## src/rtl/sram_axi_arb2_pkg.sv

```systemverilog
// Shared constants and helpers for the two-master SRAM AXI4-Lite arbiter.
// Optional feature macro: SRAM_ARB_FIXPRI_EN (fixed priority, m0 always wins).
package sram_axi_arb2_pkg;

  // Bus widths of the memory subsystem (address bus and data bus).
  localparam int unsigned MEM_ADDR_W = 32;
  localparam int unsigned MEM_DATA_W = 32;

  // FSM encodings.
  localparam logic ST_IDLE    = 1'b0;
  localparam logic ST_RD_WAIT = 1'b1;

  // Round-robin pick between two requesters; ptr names the favoured one.
  function automatic logic [1:0] pick_rr(input logic [1:0] req, input logic ptr);
    logic [1:0] gnt;
    if (ptr) begin
      gnt = {req[1], req[0] & ~req[1]};
    end else begin
      gnt = {req[1] & ~req[0], req[0]};
    end
    return gnt;
  endfunction

endpackage

```

## src/rtl/sram_axi_arb2_rr_arb2.sv

```systemverilog
// Two-way one-hot grant picker used by the SRAM arbiter.
// Optional feature macro: SRAM_ARB_FIXPRI_EN (ptr ignored, req[0] always wins).
module rr_arb2
  import sram_axi_arb2_pkg::*;
(
  input  logic [1:0] req,
  input  logic       ptr,
  output logic [1:0] gnt
);

`ifdef SRAM_ARB_FIXPRI_EN
  logic unused_ptr;
  assign unused_ptr = ptr;
  assign gnt = {req[1] & ~req[0], req[0]};
`else
  assign gnt = pick_rr(req, ptr);
`endif

endmodule

```

## src/rtl/sram_axi_arb2.sv

```systemverilog
// Two-master to one-slave AXI4-Lite arbiter in front of the single-port SRAM slave.
// AW+W travel together, there is no B channel, and only one read is outstanding.
// Optional feature macro: SRAM_ARB_FIXPRI_EN (fixed priority instead of round-robin).
module sram_axi_arb2
  import sram_axi_arb2_pkg::*;
#(
  parameter int unsigned ADDR_W = MEM_ADDR_W,
  parameter int unsigned DATA_W = MEM_DATA_W
) (
  input  logic                clk,
  input  logic                rst,
  // master 0 (instruction fetch)
  input  logic [ADDR_W-1:0]   m0_axi_awaddr,
  input  logic                m0_axi_awvalid,
  output logic                m0_axi_awready,
  input  logic [DATA_W-1:0]   m0_axi_wdata,
  input  logic [DATA_W/8-1:0] m0_axi_wstrb,
  input  logic                m0_axi_wvalid,
  output logic                m0_axi_wready,
  input  logic [ADDR_W-1:0]   m0_axi_araddr,
  input  logic                m0_axi_arvalid,
  output logic                m0_axi_arready,
  output logic [DATA_W-1:0]   m0_axi_rdata,
  output logic                m0_axi_rvalid,
  input  logic                m0_axi_rready,
  // master 1 (data / debug)
  input  logic [ADDR_W-1:0]   m1_axi_awaddr,
  input  logic                m1_axi_awvalid,
  output logic                m1_axi_awready,
  input  logic [DATA_W-1:0]   m1_axi_wdata,
  input  logic [DATA_W/8-1:0] m1_axi_wstrb,
  input  logic                m1_axi_wvalid,
  output logic                m1_axi_wready,
  input  logic [ADDR_W-1:0]   m1_axi_araddr,
  input  logic                m1_axi_arvalid,
  output logic                m1_axi_arready,
  output logic [DATA_W-1:0]   m1_axi_rdata,
  output logic                m1_axi_rvalid,
  input  logic                m1_axi_rready,
  // slave (SRAM)
  output logic [ADDR_W-1:0]   s_axi_awaddr,
  output logic                s_axi_awvalid,
  input  logic                s_axi_awready,
  output logic [DATA_W-1:0]   s_axi_wdata,
  output logic [DATA_W/8-1:0] s_axi_wstrb,
  output logic                s_axi_wvalid,
  input  logic                s_axi_wready,
  output logic [ADDR_W-1:0]   s_axi_araddr,
  output logic                s_axi_arvalid,
  input  logic                s_axi_arready,
  input  logic [DATA_W-1:0]   s_axi_rdata,
  input  logic                s_axi_rvalid,
  output logic                s_axi_rready
);

  logic       state_q, state_d;
  logic       owner_q, owner_d;
  logic       rr_ptr;
  logic       wr0, wr1, req0, req1;
  logic [1:0] gnt;
  logic       g_idx, g_wr;
  logic       wr_fire, rd_fire;
  logic       rready_sel;

  // A lone awvalid or wvalid is not a request; AW and W must arrive together.
  assign wr0  = m0_axi_awvalid & m0_axi_wvalid;
  assign wr1  = m1_axi_awvalid & m1_axi_wvalid;
  assign req0 = wr0 | m0_axi_arvalid;
  assign req1 = wr1 | m1_axi_arvalid;

  rr_arb2 u_rr_arb2 (
    .req (({req1, req0})),
    .ptr (rr_ptr),
    .gnt (gnt)
  );

  assign g_idx = gnt[1];
  // Write wins over read within the granted master, matching the slave.
  assign g_wr  = g_idx ? wr1 : wr0;

  // rdata is broadcast; each master qualifies it with its own rvalid.
  assign m0_axi_rdata = rst ? '0 : s_axi_rdata;
  assign m1_axi_rdata = rst ? '0 : s_axi_rdata;

  // Route the granted master to the slave and decode handshakes and next state.
  always_comb begin
    state_d        = state_q;
    owner_d        = owner_q;
    wr_fire        = 1'b0;
    rd_fire        = 1'b0;
    rready_sel     = 1'b0;
    s_axi_awaddr   = '0;
    s_axi_awvalid  = 1'b0;
    s_axi_wdata    = '0;
    s_axi_wstrb    = '0;
    s_axi_wvalid   = 1'b0;
    s_axi_araddr   = '0;
    s_axi_arvalid  = 1'b0;
    s_axi_rready   = 1'b0;
    m0_axi_awready = 1'b0;
    m0_axi_wready  = 1'b0;
    m0_axi_arready = 1'b0;
    m0_axi_rvalid  = 1'b0;
    m1_axi_awready = 1'b0;
    m1_axi_wready  = 1'b0;
    m1_axi_arready = 1'b0;
    m1_axi_rvalid  = 1'b0;
    case (state_q)
      ST_IDLE: begin
        if (!rst && (gnt != 2'b00)) begin
          if (g_wr) begin
            s_axi_awvalid = 1'b1;
            s_axi_wvalid  = 1'b1;
            s_axi_awaddr  = g_idx ? m1_axi_awaddr : m0_axi_awaddr;
            s_axi_wdata   = g_idx ? m1_axi_wdata : m0_axi_wdata;
            s_axi_wstrb   = g_idx ? m1_axi_wstrb : m0_axi_wstrb;
            wr_fire       = s_axi_awready & s_axi_wready;
            m0_axi_awready = wr_fire & ~g_idx;
            m0_axi_wready  = wr_fire & ~g_idx;
            m1_axi_awready = wr_fire & g_idx;
            m1_axi_wready  = wr_fire & g_idx;
          end else begin
            s_axi_arvalid  = 1'b1;
            s_axi_araddr   = g_idx ? m1_axi_araddr : m0_axi_araddr;
            rd_fire        = s_axi_arready;
            m0_axi_arready = rd_fire & ~g_idx;
            m1_axi_arready = rd_fire & g_idx;
            if (rd_fire) begin
              owner_d = g_idx;
              state_d = ST_RD_WAIT;
            end
          end
        end
      end
      ST_RD_WAIT: begin
        if (!rst) begin
          rready_sel    = owner_q ? m1_axi_rready : m0_axi_rready;
          s_axi_rready  = rready_sel;
          m0_axi_rvalid = s_axi_rvalid & ~owner_q;
          m1_axi_rvalid = s_axi_rvalid & owner_q;
          if (s_axi_rvalid && rready_sel) begin
            state_d = ST_IDLE;
          end
        end
      end
      default: state_d = ST_IDLE;
    endcase
  end

  // FSM state and read owner; reset drops any outstanding read.
  always_ff @(posedge clk) begin
    if (rst) begin
      state_q <= ST_IDLE;
      owner_q <= 1'b0;
    end else begin
      state_q <= state_d;
      owner_q <= owner_d;
    end
  end

`ifdef SRAM_ARB_FIXPRI_EN
  logic unused_fire;
  assign unused_fire = wr_fire;
  assign rr_ptr = 1'b0;
`else
  logic rr_q;
  assign rr_ptr = rr_q;
  // After any accepted transfer, favour the other master next time.
  always_ff @(posedge clk) begin
    if (rst) begin
      rr_q <= 1'b0;
    end else if (wr_fire || rd_fire) begin
      rr_q <= ~g_idx;
    end
  end
`endif

endmodule

```

## config.mk

```make
export PLATFORM = sky130hd
export DESIGN_NAME = sram_axi_arb2
export DESIGN_NICKNAME = d
export VERILOG_FILES = /design/src/rtl/sram_axi_arb2_pkg.sv /design/src/rtl/sram_axi_arb2_rr_arb2.sv /design/src/rtl/sram_axi_arb2.sv
export SDC_FILE = /design/constraint.sdc
export NUM_CORES = 1
export LEC_CHECK = 0
export ABC_AREA = 1
export CAP_MARGIN = 10
export CORE_AREA = 5 5 159 161
export DETAILED_ROUTE_END_ITERATION = 16
export DIE_AREA = 0 0 164 166
export PLACE_DENSITY = 0.56
export SLEW_MARGIN = 40
export SYNTH_ARGS = -nofsm -noshare
export SYNTH_HDL_FRONTEND = slang
export SYNTH_HIERARCHICAL = 1
export SYNTH_SLANG_ARGS = --single-unit
```

## constraint.sdc

```tcl
create_clock -name clk -period 1.7 [get_ports clk]
set_clock_uncertainty 0.2 [all_clocks]
set_input_delay 0.17 -clock clk [delete_from_list [all_inputs] [get_ports clk]]
set_output_delay 0.17 -clock clk [all_outputs]
set_load 0.05 [all_outputs]
```

---- Word-level counts from Yosys, hierarchy flattened ----
Cells that the tools add are included.
storage, ports and cells
  logic and storage cells ................. 83
  output and inout bits ................... 176
  flip-flop bits (word level) ............. 3
cells by class
  bitwise logic cells ..................... 19
  reduce and logical (&&, ||, !) cells .... 6
  mux-type cells .......................... 55
operators with widths
  operator                            count
  2-to-1 mux 32 bit                   13
  2-to-1 mux 1 bit                    36
  2-to-1 mux 4 bit                    4
  bitwise AND 1 bit                   11
  NOT 1 bit                           6
  AND reduction 4 bit                 1
  logical AND 1 bit                   2
  2-to-1 mux 2 bit                    1
  bitwise OR 1 bit                    2
  one-hot mux 1 bit (2 select lines)  1
  nonzero test 2 bit                  1
  zero test 1 bit                     1
  logical OR 1 bit                    1

---- Logic depth before layout (Yosys ltp) ----
Gate-level depths: netlist of run 1.
  depth in word-level cells ............... 10
  depth in mapped cells ................... 14

---- Hierarchy ----
Netlist of run 1, hierarchy kept.
by module, submodules not included
  module         cells each  area an instance (µm²)  seq. area each (µm²)  instances
  sram_axi_arb2  488         2,282.2                 60.1                  1
  rr_arb2        5           20.0                    0.0                   1

---- Worst setup path after synthesis of run 1 ----
No wires, ideal clock.
  path kind ............................... register -> output
  from .................................... register rr_q (netlist: rr_ptr)
  to ...................................... output m0_axi_wready
  data required time ...................... 1.330 ns
  data arrival time ....................... 1.856 ns
  cell stages (with the launch flop) ...... 9
  path buffers ............................ 2
  setup slack ............................. -0.526 ns
  path through ............................ dfxtp_1 -> nand2_1 -> nand2_1 -> buf_4 -> nor2_2 -> nor2_8 -> nand2_1 -> nor2_1 -> buf_4
between the ends
  cells in the longest elaborated chain, start to end .. 6
RTL lines
  item                                RTL line                 source
  start: declaration                  sram_axi_arb2.sv:166     logic rr_q;
  start signal: assignment            sram_axi_arb2.sv:173     rr_q <= ~g_idx;
  2-to-1 mux 2 bit (*)                sram_axi_arb2_pkg.sv:16  if (ptr) begin
  via gnt[1]                          sram_axi_arb2.sv:60      logic [1:0] gnt;
  NOT 1 bit                           --
  bitwise AND 1 bit                   --
  2-to-1 mux 1 bit                    --
  2-to-1 mux 1 bit (*) (2 in series)  --
  end: declaration                    sram_axi_arb2.sv:19      output logic m0_axi_wready,
Mark *: on every way through the listed nets, which the timed path passes. The rest lies on a longest branch.

---- Worst setup path in the final report of run 1 ----
  from .................................... register rr_q (netlist: rr_ptr)
  to ...................................... output s_axi_wvalid
between the ends
  cells in the longest elaborated chain, start to end .. 5
RTL lines
  item                                                    RTL line                                    source
  2-to-1 mux 2 bit (*)                                    sram_axi_arb2_pkg.sv:16
  via gnt[1]                                              sram_axi_arb2.sv:60
  2-to-1 mux 1 bit or nonzero test 2 bit (tied branches)  sram_axi_arb2.sv:79, sram_axi_arb2.sv:110
  2-to-1 mux 1 bit or logical AND 1 bit (tied branches)   sram_axi_arb2.sv:111, sram_axi_arb2.sv:110
  2-to-1 mux 1 bit (*)                                    sram_axi_arb2.sv:110                        if (!rst && (gnt != 2'b00)) begin
  2-to-1 mux 1 bit (*)                                    sram_axi_arb2.sv:108                        case (state_q)
  end: declaration                                        sram_axi_arb2.sv:46                         output logic s_axi_wvalid,
Marked as above.

==> results by group, run 1 <==
Clocking
  – Maximum root-to-sink buffer count: 2
  – Worst skew pair latency: about 220 ps
  – CTS tree: built
  – Root buffer cell: clkbuf_16
  – Num CTS Buffers: 3
  – Clk sinks: 3
  – H-tree levels: 1
  – Clk pin slew, worst setup/hold paths: around 30 ps

Detailed routing
  – ANT nets after route: 0
  – Initial DRC Count: around 120
  – Routed vias: 4797
  – DR pass1 iterations: 4
  – Wirelength per Cell: about 16 um
  – Routed wire length: 20300 um
  – Post-route DRC: 0
  – Via/cell ratio: roughly 3.8

Synthesis
  – Synthesized cell area: 2300 sq um
  – Post-Synthesis Cells: between 400 and 500
  – Post-synth EDFFs: 0
  – Yosys top cell area share: 0.349
  – Commonest cells post-synth: nand2_1, a21oi_1, inv_1
  – Synth warn: 6
  – Avg Cell Area, Syn: 4.67 sq um
  – Largest cells by area after synthesis: nand2_1, a21oi_1, buf_4
  – Count of state elements after synthesis: 3
  – Seq/Total Area, Yosys: 0.0261
  – Ys async rst share: 0
  – Post-synth top flop: dfxtp_1
  – Distinct cells, synth: 19
  – Synth area leader: nand2_1
  – Syn Nets: 739
  – Most common cell in the netlist: nand2_1

Setup path
  – R2R Path Start: rr_ptr
  – Crit path required time: 1330 ps
  – Setup crit start kind: flip-flop
  – CP Capture Type: output pin
  – Crit path kind: reg -> out
  – Worst Path Max Fanout: 5
  – Setup crit start: rr_ptr
  – Critical path data arrival time: 1750 ps

STA
  – Setup TNS Final: -39000 ps
  – Fin worst setup slack: -415 ps
  – Endpoints failing setup: between 100 and 150
  – Slew @ Worst Pin: around 270 ps
  – F_max: roughly 0.47 GHz
  – Final hold vios: 0
  – Slew headroom: 0.816
  – Final min period: around 2100 ps
  – RSZ-0062 raised after global routing: true
  – Pins Over Slew Limit: 0
  – Crit share post-route: 1.24

Final layout
  – Post-route cell area: 9110 sq um
  – Layout cells sized above 1: 0.459
  – FILL cells: approximately 2400
  – Post-route insts no fill: 1250
  – Ant. Diodes: 0
  – Layout area overhead: 296%
  – Nets@finish: approximately 1200

Global routing
  – Vias in the first global route: about 5200
  – Global Route Usage Sum: 0.131
  – GRT Residual Overflow: 0
  – Initial antenna violation count: 0
  – Pin count of the biggest net entering global routing: between 40 and 50
  – First-pass GRT wire length: about 28000 um

Die
  – Die X: approximately 160 um
  – Die Area: between 20000 and 30000 sq um
  – Row cnt: 57
  – Chip height: roughly 170 um
  – Core footprint: roughly 24000 sq um
  – Ports: 422
  – Initial core utilization: 0.0966

Placed design
  – Placed cells: 1212
  – DP Area: 7700 sq um
  – Placer Congestion: just under 0.8
  – Input/output buffers: approximately 420
  – Post-DP HPWL: between 15000 and 20000 um

Power and ir drop
  – Switch Pwr: roughly 0.0019 W
  – P_int: between 0.0015 and 0.002 W
  – Comb power frac: 0.879
  – VDD IR max: around 0.35 mV
  – LEAKAGE: 3.73 nW
  – Clk pwr share: 0.099
  – Power per cell area: 417 nW/um^2
  – Flop pwr share: 0.022
  – Sw frac: 0.505

Min path
  – Worst Hold Launch: rst
  – Min-delay worst type: in -> reg

Run status
  – Failing checks: setup timing
  – Outcome: complete, but fails checks

Run
  – MaxCap Viol Count: 0
-- power by group through the flow --
stage | Clock (W) | Combinational [W] | Sequential [W]
final | 0.000377 | 0.00334 | 0.0000831
after CTS | 0.000385 | 0.00322 | 0.0000839
after detailed placement | 0 | 0.00286 | 0.0000834
after floorplan | 0 | 0.00171 | 0.0000808
after global routing | 0.000387 | 0.00352 | 0.0000846
after global placement | 0 | 0.00285 | 0.0000837
-- stage by stage --
stage	hold WS (ps)	setup slack, ps	utilization	total power, W
finish	190	-415	0.382	0.00380
global route	278	-491	0.382	0.00399
CTS	207	-464	0.366	0.00368
detailed placement	359	-847	0.323	0.00294
global placement	355	-809	0.323	0.00293
floorplan	130	-286	-	0.00179
-- worst paths after layout --
kind	slack (ps)	end	cells past startpoint
worst max register to register	-40	rr_ptr	11
worst max-delay path	-420	s_axi_wvalid	10
worst min-delay path	190	rr_ptr	5
worst min register to register	310	owner_q	2
-- cell type report --
cell class                 instances  area (sq um)  share of cell area
sequential                         3          67.6             0.00742
multi-input combinational        375          2970               0.326
tap                              324           405              0.0445
clock buffer                       4          78.8             0.00866
inverter                          44           185              0.0203
timing repair buffer             500          5400               0.593
-- per-layer routing --
metal | global-route usage | part of all wire | vias up
met1 | 0.133 | 0.35 | 2154
li1 | - | - | 2357
met4 | 0.0233 | 0.012 | 0
met2 | 0.266 | 0.54 | 268
met5 | 0 | 0 | -
met3 | 0.0347 | 0.095 | 18
-- registers in the layout, summed over array words and instances (netlist names) --
register,flops
state_q,1
owner_q,1
rr_ptr,1
-- worst max-delay path, cell delays in order, from the launching register on --
cell        delay (ps)
dfxtp_4            350
nand2_4             80
nand2_8             90
nor2_4             150
nor2_8              50
buf_12             130
nand2_8             90
buf_12             130
buf_16             140
clkinvlp_4         130
buf_8              170
-- placed cells by master, fill, tap and decap left out, drive strengths merged --
master and instances:
clkinv 2, buf 249, bufbuf 2, clkbuf 12, a21oi 104, or2 1, o21ai 3, clkdlybuf4s50 238
clkdlybuf4s15 2, dlygate4sd2 1, inv 41, nor3 1, nand3 6, nand2 218, clkinvlp 1, dfxtp 3
nor2 42
-- kinds of logic (layout without fill, tap and decap cells) --
| logic type | after synthesis | after routing | share of synthesized area |
|---|---|---|---|
| and+or+nand+nor | 267 | 268 | 0.454 |
| buffers and inverters | 116 | 548 | 0.273 |
| AOI/OAI and AO/OA | 107 | 107 | 0.247 |
| DFF | 3 | 3 | 0.0261 |
-- timing repair --
| item | CTS | global route |
|---|---|---|
| hold buffers | 0 | 0 |
| buffers inserted | 20 | 6 |
| pin swaps | 15 | 15 |
| endpoints found under the setup margin | 113 | 112 |
| resized for setup | 165 | 57 |
| gates cloned | 6 | 6 |
(Power assumes the default switching activity.)
==> run 2, diff against run 1 <==
--- a/config.mk
+++ b/config.mk
@@ -11,6 +11,7 @@
 export DETAILED_ROUTE_END_ITERATION = 16
 export DIE_AREA = 0 0 164 166
 export PLACE_DENSITY = 0.56
+export RECOVER_POWER = 50
 export SLEW_MARGIN = 40
 export SYNTH_ARGS = -nofsm -noshare
 export SYNTH_HDL_FRONTEND = slang
==> results by group, run 2 (synthesized netlist as in run 1, its figures left out) <==
Setup path
  – CP max stage cell: dfxtp_4
  – Worst reg2reg setup slack: -40 ps (about the same)
  – Crit path required time: 1330 ps (about the same)
  – CP top delay family: buffers and inverters
  – Worst reg-to-reg path cell count: 11 (unchanged)
  – Critical path data arrival time: 1750 ps (about the same)
  – Critical-path cell list: nand2_4 -> nand2_8 -> nor2_4 -> nor2_8 -> buf_12 -> nand2_8 -> buf_12 -> buf_16 -> clkinvlp_4 -> buf_8
  – Crit path buf inv count: 5 (unchanged)
  – Worst Path Max Fanout: 5 (unchanged)
  – Crit path kind: reg -> out
  – Setup crit start kind: flip-flop
  – Reg-to-reg endpoint: rr_ptr
  – CP Capture Type: output pin
  – Crit path largest cell delay: 350 ps (about the same)
  – R2R Path Start: rr_ptr

STA
  – Fin worst setup slack: -415 ps (-0.0170 ps)
  – Slew headroom: 0.802 (-0.0148)
  – Final min period: 2120 ps (+0.0170 ps)
  – Endpoints failing setup: 111 (unchanged)
  – F_max: 0.473 GHz (about the same)
  – RSZ-0062 raised after global routing: true
  – Final hold vios: 0 (unchanged)
  – Pins Over Slew Limit: 0 (unchanged)
  – Crit share post-route: 1.24 (about the same)
  – Slew @ Worst Pin: 299 ps (+24.6 ps)
  – Setup TNS Final: -39010 ps (-8.70 ps)

Global routing
  – Vias in the first global route: 5186 (unchanged)
  – Pin count of the biggest net entering global routing: 42 (unchanged)
  – First-pass GRT wire length: 28400 um (unchanged)
  – GRT Residual Overflow: 0 (unchanged)
  – Global Route Usage Sum: 0.131 (unchanged)
  – Initial antenna violation count: 0 (unchanged)

Die
  – Die Area: 27200 sq um (unchanged)
  – Ports: 422 (unchanged)
  – Row cnt: 57 (unchanged)
  – Core footprint: 23800 sq um (unchanged)
  – Chip height: 166 um (unchanged)
  – Die X: 164 um (unchanged)
  – Initial core utilization: 0.0966 (unchanged)

Detailed routing
  – ANT nets after route: 0 (unchanged)
  – Routed wire length: 20200 um (about the same)
  – Via/cell ratio: 3.84 (+0.10%)
  – Wirelength per Cell: 16.2 um (about the same)
  – Post-route DRC: 0 (unchanged)
  – Routed vias: 4802 (+0.10%)
  – Initial DRC Count: 137 (+15%)
  – DR pass1 iterations: 4 (unchanged)

Final layout
  – Layout area overhead: 292%
  – Ant. Diodes: 0 (unchanged)
  – Nets@finish: 1173 (unchanged)
  – Commonest cells after routing, fill and taps aside: clkdlybuf4s50_1, nand2_1, a21oi_4
  – Most common cell after layout, fill and taps aside: clkdlybuf4s50_1
  – Layout cells sized above 1: 0.459 (unchanged)

Placed design
  – Pre-CTS setup slack: -847 ps (unchanged)
  – Post-DP HPWL: 15900 um (unchanged)
  – Placer Congestion: 0.783 (unchanged)
  – Input/output buffers: 421 (unchanged)

Clocking
  – Maximum root-to-sink buffer count: 2 (unchanged)
  – CTS tree: built
  – Num CTS Buffers: 3 (unchanged)
  – Root buffer cell: clkbuf_16
  – H-tree levels: 1 (unchanged)
  – Worst skew pair latency: 220 ps (about the same)
  – Clk sinks: 3 (unchanged)
  – Clk pin slew, worst setup/hold paths: 30 ps (about the same)

Power and ir drop
  – VDD IR max: 0.349 mV (-1.6%)
  – Power per cell area: 418 nW/um^2 (+0.21%)
  – LEAKAGE: 3.70 nW (-0.67%)

Run
  – MaxCap Viol Count: 0 (unchanged)

Run status
  – Failing checks: setup timing
  – Outcome: complete, but fails checks

Min path
  – Min-delay worst type: in -> reg
  – Worst Hold Depth: 5 (unchanged)
  – Hold EP: rr_ptr
  – Worst Hold Launch: rst
## run 2: cell type report
type / instances / area, sq um
clock buffers: 4 / 78.8
fillers: 2449 / 14800
inverters: 44 / 185
multi-input cells: 375 / 2970
flip-flops and latches: 3 / 67.6
well taps: 324 / 405
repair buffers: 500 / 5320
## run 2: metrics by stage
step	cell area, sq um	cells	power [W]	util	hold WS [ps]
after global placement	7700	1212	0.00293	0.323	355
after global routing	9020	1250	0.00396	0.379	278
after CTS	8730	1241	0.00368	0.366	207
final	9020	1250	0.00377	0.379	190
after detailed placement	7700	1212	0.00294	0.323	359
after floorplan	3460	493	0.00179	-	130
## run 2: report_power, final
part	internal (W)	switching [W]	total, W
Sequential	0.0000761	0.00000701	0.0000831
Clock	0.000310	0.0000675	0.000377
Combinational	0.00147	0.00184	0.00331
Total	0.00185	0.00192	0.00377
## run 2: how the worst max path moves through the flow
stage,start,to,slack (ps),cells past startpoint
2_1_floorplan,rr_ptr,s_axi_wvalid,-290,11
3_3_place_gp,m1_axi_awvalid,s_axi_wvalid,-810,12
3_5_place_dp,m1_axi_awvalid,s_axi_awvalid,-850,12
4_1_cts,rr_ptr,s_axi_wdata[16],-460,10
5_1_grt,rr_ptr,s_axi_awvalid,-490,10
6_report,rr_ptr,s_axi_wvalid,-420,10
## run 2: worst min-delay path, stage by stage
cell and delay, ps:
buf_2 130, clkinv_2 50, buf_4 110, nand2_1 50, nor2_1 60
## run 2: timing repair
| item | 4_1_cts | 5_1_grt |
|---|---|---|
| hold buffers | 0 | 0 |
| pin swaps | 15 | 15 |
| gates cloned | 6 | 6 |
| gates resized for setup | 165 | 57 |
| endpoints found under the setup margin | 113 | 112 |
| setup buffers | 20 | 6 |
## run 2: per-layer routing
| layer | global-route usage | vias up | wire length, um |
|---|---|---|---|
| met5 | 0 | - | 0 |
| met4 | 0.0233 | 0 | 251 |
| met3 | 0.0347 | 18 | 1910 |
| met2 | 0.266 | 270 | 10900 |
| met1 | 0.133 | 2156 | 7150 |
| li1 | - | 2358 | - |
